File: src/rtl/lfsr_deser.sv
// Serial-to-parallel collector for the LFSR output stream.
// LSB-first bits are assembled into WIDTH-bit words and queued in a small FIFO drained by ready/valid.
module lfsr_deser #(
  parameter int WIDTH = 8,
  parameter int DEPTH = 4,
  localparam int BW = (WIDTH > 1) ? $clog2(WIDTH) : 1,
  localparam int PW = (DEPTH > 1) ? $clog2(DEPTH) : 1,
  localparam int CW = PW + 1
) (
  input  logic             clk,
  input  logic             rst,
  input  logic             in_bit,
  input  logic             in_valid,
  input  logic             clear,
  output logic [WIDTH-1:0] word_out,
  output logic             word_valid,
  input  logic             word_ready,
  output logic [BW-1:0]    bit_cnt,
  output logic [CW-1:0]    fifo_count,
  output logic             overflow
);

  logic [WIDTH-1:0] r_shreg;
  logic [BW-1:0]    r_bit_cnt;
  logic [CW-1:0]    r_count;
  logic [PW-1:0]    r_wr_ptr;
  logic [PW-1:0]    r_rd_ptr;
  logic             r_overflow;
  logic [WIDTH-1:0] r_mem [DEPTH];

  logic             w_accept;
  logic             w_last;
  logic             w_pop;
  logic             w_full;
  logic             w_push;
  logic             w_drop;
  logic [WIDTH-1:0] w_word;

  assign w_accept = in_valid & ~clear;
  assign w_last   = w_accept && (r_bit_cnt == BW'(WIDTH-1));
  assign w_word   = {in_bit, r_shreg[WIDTH-2:0]};
  assign w_pop    = (r_count != '0) && word_ready;
  assign w_full   = (r_count == CW'(DEPTH));
  // A pop on the same edge frees the slot the completed word needs.
  assign w_push   = w_last && (!w_full || w_pop);
  assign w_drop   = w_last && !w_push;

  always_ff @(posedge clk) begin
    if (rst) begin
      r_shreg   <= '0;
      r_bit_cnt <= '0;
    end else if (clear) begin
      r_shreg   <= '0;
      r_bit_cnt <= '0;
    end else if (w_accept) begin
      if (w_last) begin
        r_shreg   <= '0;
        r_bit_cnt <= '0;
      end else begin
        r_shreg[r_bit_cnt] <= in_bit;
        r_bit_cnt          <= r_bit_cnt + BW'(1);
      end
    end
  end

  always_ff @(posedge clk) begin
    if (rst)
      r_overflow <= 1'b0;
    else if (clear)
      r_overflow <= 1'b0;
    else if (w_drop)
      r_overflow <= 1'b1;
  end

  always_ff @(posedge clk) begin
    if (rst) begin
      r_wr_ptr <= '0;
      r_rd_ptr <= '0;
      r_count  <= '0;
    end else begin
      if (w_push) r_wr_ptr <= r_wr_ptr + PW'(1);
      if (w_pop)  r_rd_ptr <= r_rd_ptr + PW'(1);
      case ({w_push, w_pop})
        2'b10:   r_count <= r_count + CW'(1);
        2'b01:   r_count <= r_count - CW'(1);
        default: r_count <= r_count;
      endcase
    end
  end

  // Storage needs no reset: the head is masked to 0 whenever the FIFO is empty.
  always_ff @(posedge clk) begin
    if (!rst && w_push)
      r_mem[r_wr_ptr] <= w_word;
  end

  assign word_valid = (r_count != '0);
  assign word_out   = word_valid ? r_mem[r_rd_ptr] : '0;
  assign bit_cnt    = r_bit_cnt;
  assign fifo_count = r_count;
  assign overflow   = r_overflow;

endmodule

File: config.mk
export PLATFORM = sky130hd
export DESIGN_NAME = lfsr_deser
export DESIGN_NICKNAME = d
export VERILOG_FILES = /design/src/rtl/lfsr_deser.sv
export SDC_FILE = /design/constraint.sdc
export NUM_CORES = 1
export LEC_CHECK = 0
export ABC_AREA = 1
export CORE_AREA = 2 2 60 85
export CTS_CLUSTER_DIAMETER = 150
export DETAILED_ROUTE_END_ITERATION = 10
export DIE_AREA = 0 0 62 87
export HOLD_SLACK_MARGIN = 0.08
export PLACE_DENSITY = 0.7
export SLEW_MARGIN = 20
export SYNTH_ARGS = -nofsm -noshare
export SYNTH_HDL_FRONTEND = slang
export SYNTH_SLANG_ARGS = --single-unit
export TNS_END_PERCENT = 50
File: constraint.sdc
create_clock -name clk -period 2.87 [get_ports clk]
set_input_delay 0.7175 -clock clk [delete_from_list [all_inputs] [get_ports clk]]
set_output_delay 0.7175 -clock clk [all_outputs]
set_load 0.05 [all_outputs]
* Word-level counts from Yosys, hierarchy flattened *
Memories as Yosys holds them, arrays and structs flattened. A register that Yosys moved wholly into a read port is not among the register bits.
Cells that the tools add are included.
W data, S select, Z words.

operators by class
  $add $sub $neg = 5
  multipliers = 0
  div/mod/pow operators = 0
  magnitude comparators = 2
  equality and inequality tests = 4
  shift operators = 0
  multiplexer cells = 11
  bitwise logic cells = 2
  reduce and logical (&&, ||, !) cells = 13

operator list
  cell                   number
  $mux W8                2
  $bwmux W8              1
  $add A3 B1 Y3 const B  2
  $eq A3 B3 Y1 const B   2
  $logic_and A1 B1 Y1    6
  $pmux W3 S2            1
  $add A2 B1 Y2 const B  2
  $lt A3 B4 Y1 const B   1
  $mux W2                2
  $demux W1 S3           1
  $ge A3 B1 Y1 const B   1
  $logic_not A1 Y1       3
  $mux W1                3
  $mux W3                1
  $reduce_bool A3 Y1     1
  $sub A3 B1 Y3 const B  1
  $eq A2 B1 Y1 const B   1
  $eq A2 B2 Y1 const B   1
  $reduce_bool A2 Y1     1
  $reduce_or A2 Y1       1
  $and A1 B1 Y1          1
  $logic_or A1 B1 Y1     1
  $not A1 Y1             1

storage, ports and cells
  bits in registers = 19
  latch bits = 0
  memory bits (writable) = 32
  bits in read-only memories = 0
  bits of input ports = 6
  output and inout bits = 16
  word-level logic and storage cells = 44
  memories kept = 1

memories
  memory  words  bits a word  read ports  clocked after memory_dff  wr ports  RTL line  RTL
  r_mem   4      8            1           1                         1         29        logic [WIDTH-1:0] r_mem [DEPTH];

* Logic depth before layout (Yosys ltp) *
  depth after elaboration = 7
  gate-level depth with buffers = 11
  gate-level depth less buffers = 11

* Worst setup path after synthesis *
OpenSTA, ideal clock, no wires.

  path kind = flip-flop to output port
  from = register r_count[2] (netlist: fifo_count[2])
  to = output word_out[0]
  arrival time = 1.901 ns
  required time = 2.152 ns
  path slack = 0.252 ns
  stages on the path, launching flop included = 5
  buffers on the path = 0
  cells stage by stage = dfxtp_1 > inv_2 > nand2_4 > inv_1 > a21oi_1

between the ends
  word-level cells in the longest chain between the ends = 2

RTL lines
  element                 RTL line  RTL
  from (decl)             25        logic [CW-1:0] r_count;
  from (signal assigned)  84        2'b10: r_count <= r_count + CW'(1);
  from (signal assigned)  85        2'b01: r_count <= r_count - CW'(1);
  from (signal assigned)  86        default: r_count <= r_count;
  $reduce_bool A3 Y1      97        assign word_valid = (r_count != '0);
  named net word_valid    16        output logic word_valid,
  $mux W8                 98        assign word_out = word_valid ? r_mem[r_rd_ptr] : '0;
  to (decl)               15        output logic [WIDTH-1:0] word_out,

The timed path passes the listed nets, and every way through them passes these cells.

==> metrics.yaml <==
status: "finished, final reports clean"
cp.required_ns: 2.15
hold_buffers: 0
start_util_pct: 48.4
die_area_sq_mm: 0.00539
avgSynthCellArea_sq_um: 9.88
antenna_cells: 0
rsz0062_at_grt: "false"
syn_inst: 230
hpwl_mm: 3.23
crit_type: "register to output pin"
n_fill_cell: 444
wl_mm: 4.31
clkSinkCount: 52
rows: 30
fin_setup_tns_ns: 0
grt_pass1_vias: 1515
syn_area_sq_mm: 0.00227
grt_pass1_wl_mm: 6.87
worst_pin_slew_ns: 0.585
gp_congestion: 0.799
yosys_warnings: 0
drive_gt1_share_pct: 12.4
h-tree-depth: 2
netlist-cell-type-count: 31
nets: 270
cp-end-kind: "output pin"
hold_class: "register to register"
holdPathStages: 1
dr_total_vias: 1594
synth_nets: 243
fp.coreArea_sq_mm: 0.00469
cts_setup_buffers: 0
synth_seq_cells: 52
period_minus_slack_ns: 2.54
relSlewSlack_pct: 60.9
seq_area_frac_synth_pct: 59.9
die_w_um: 62
fin_ws_ns: 0.331
setup-violations-final: 0
io_buffer_count: 21
slew_viol_final: 0
skew_ns: 0.00739
die_h_um: 87
area_growth_pct: 15.4
drtIter0Drc: 61
viasPerCell: 4.95
wl_per_cell_um: 13.4
ios: 22
grt_overflow_total: 0
cts-root-buf: "clkbuf_8"
r2r_cells: 7
period_share_pct: 88.5
antenna_found_initial: 0
hold_viol: 0
timing.fmax_mhz: 394
clockBufferDepth: 2
cts_resized: 0
ir_drop_mv: 0.607
power_leakage_uw: 0.00103
numCtsBuffers: 5
start_kind: "register"
worst-path-max-fanout: 17
drc: 0
path_clk_slew_ns: 0.09
worstSkewPairLatency_ns: 0.29
pre_cts_ws_ns: 0.384
ant_nets: 0
grt_max_degree: 18
cts_tree: "built"
dr.pass1.iters: 4
critPathArrivalTime_ns: 1.82
power_density_mw_per_mm2: 774
track_usage_pct: 17.7
cap_violations: 0
final timing paths:
kind,slack (ns),from,to
max,0.33,register,word_out[0]
min,0.49,r_rd_ptr[0]$_SDFFE_PP0N_,r_rd_ptr[0]$_SDFFE_PP0N_
max reg2reg,0.87,bit_cnt[1]$_SDFFE_PP0P_,r_mem[1][6]$_DFFE_PP_
min reg2reg,0.49,r_rd_ptr[0]$_SDFFE_PP0N_,r_rd_ptr[0]$_SDFFE_PP0N_
registers in the layout, indices dropped and copies added (netlist names), named ones only:
register and flops:
r_wr_ptr 2, overflow 1, bit_cnt 3, r_shreg 7, r_rd_ptr 2, fifo_count 3
r_mem 32
cell usage in the layout (no fill, tap or decap), drive strengths merged:
| cell type | n |
|---|---|
| a21oi | 18 |
| buf | 12 |
| a31oi | 1 |
| o21a | 1 |
| nor3 | 2 |
| clkbuf | 6 |
| nor2 | 53 |
| dfxtp | 20 |
| a22oi | 1 |
| nor3b | 1 |
| edfxtp | 32 |
| ha | 6 |
| o21ai | 22 |
| nand2 | 23 |
| and2 | 1 |
| xor2 | 1 |
| fa | 1 |
| inv | 25 |
| a211oi | 5 |
| clkinvlp | 1 |
| nand4 | 2 |
| clkdlybuf4s50 | 13 |
| clkinv | 2 |
| nand3 | 9 |
worst max-delay path: stages (launching register included):
cell     delay [ns]
dfxtp_1        0.70
inv_2          0.24
o21ai_0        0.26
a21oi_1        0.12
buf_4          0.20
synth_stat cells (all sizes together):
| cell type | n | area, sq um |
|---|---|---|
| buf | 4 | 28.8 |
| clkinv | 1 | 3.75 |
| edfxtp | 32 | 961 |
| nor3 | 2 | 10.0 |
| o21ai | 22 | 110 |
| ha | 6 | 75.1 |
| nor3b | 1 | 7.51 |
| a21oi | 18 | 90.1 |
| nor2 | 53 | 209 |
| and2 | 1 | 8.76 |
| xor2 | 1 | 8.76 |
| a22oi | 1 | 7.51 |
| dfxtp | 20 | 400 |
| inv | 25 | 96.3 |
| a211oi | 5 | 37.5 |
| nand2 | 23 | 111 |
| a31oi | 1 | 6.26 |
| nand4 | 2 | 12.5 |
| fa | 1 | 20.0 |
| nand3 | 9 | 55.1 |
| clkbuf | 1 | 5.00 |
| o21a | 1 | 7.51 |
where the power goes:
part           internal, uW  switching [uW]  total, uW
Combinational           235             530        765
Sequential              820            60.5        880
Clock                   169             215        385
Total                  1220             806       2030
stage by stage:
stage               power (uW)  utilization (%)  area (sq um)  hold slack (ns)  instances
global route              2150             55.9          2620            0.530        322
finish                    2030             55.9          2620            0.494        322
CTS                       2050             55.9          2620            0.496        322
global placement          1660             54.1          2540            0.468        314
floorplan                 1470                -          2270            0.454        230
detailed placement        1670             54.1          2540            0.464        314
kinds of logic (layout without fill, tap and decap cells):
| kind of cell | after synthesis | count (layout) | synth area share [%] |
|---|---|---|---|
| adder cells (fa/ha/maj) | 7 | 7 | 4.18 |
| AO/OA/AOI/OAI | 48 | 48 | 11.4 |
| XOR/XNOR | 1 | 1 | 0.386 |
| AND/OR/NAND/NOR | 91 | 91 | 18.2 |
| buffers and inverters | 31 | 59 | 5.89 |
| flip-flops | 52 | 52 | 59.9 |
cell type report:
type / count / area, sq um / share of cell area [%]
clock inverter: 2 / 11.3 / 0.429
clock buffer: 6 / 72.6 / 2.77
sequential: 52 / 1360 / 51.9
inverter: 26 / 100 / 3.82
multi-input combinational: 147 / 777 / 29.6
timing repair buffer: 25 / 220 / 8.40
tap: 64 / 80.1 / 3.05
per-layer routing:
layer	vias to the layer above	GRT usage [%]	wire length [um]
li1	830	-	-
met1	725	20.3	1830
met2	35	30.0	2260
met3	4	3.57	149
met4	0	8.90	68
met5	-	0	0
Note: power is estimated with default switching activity, not from simulation.
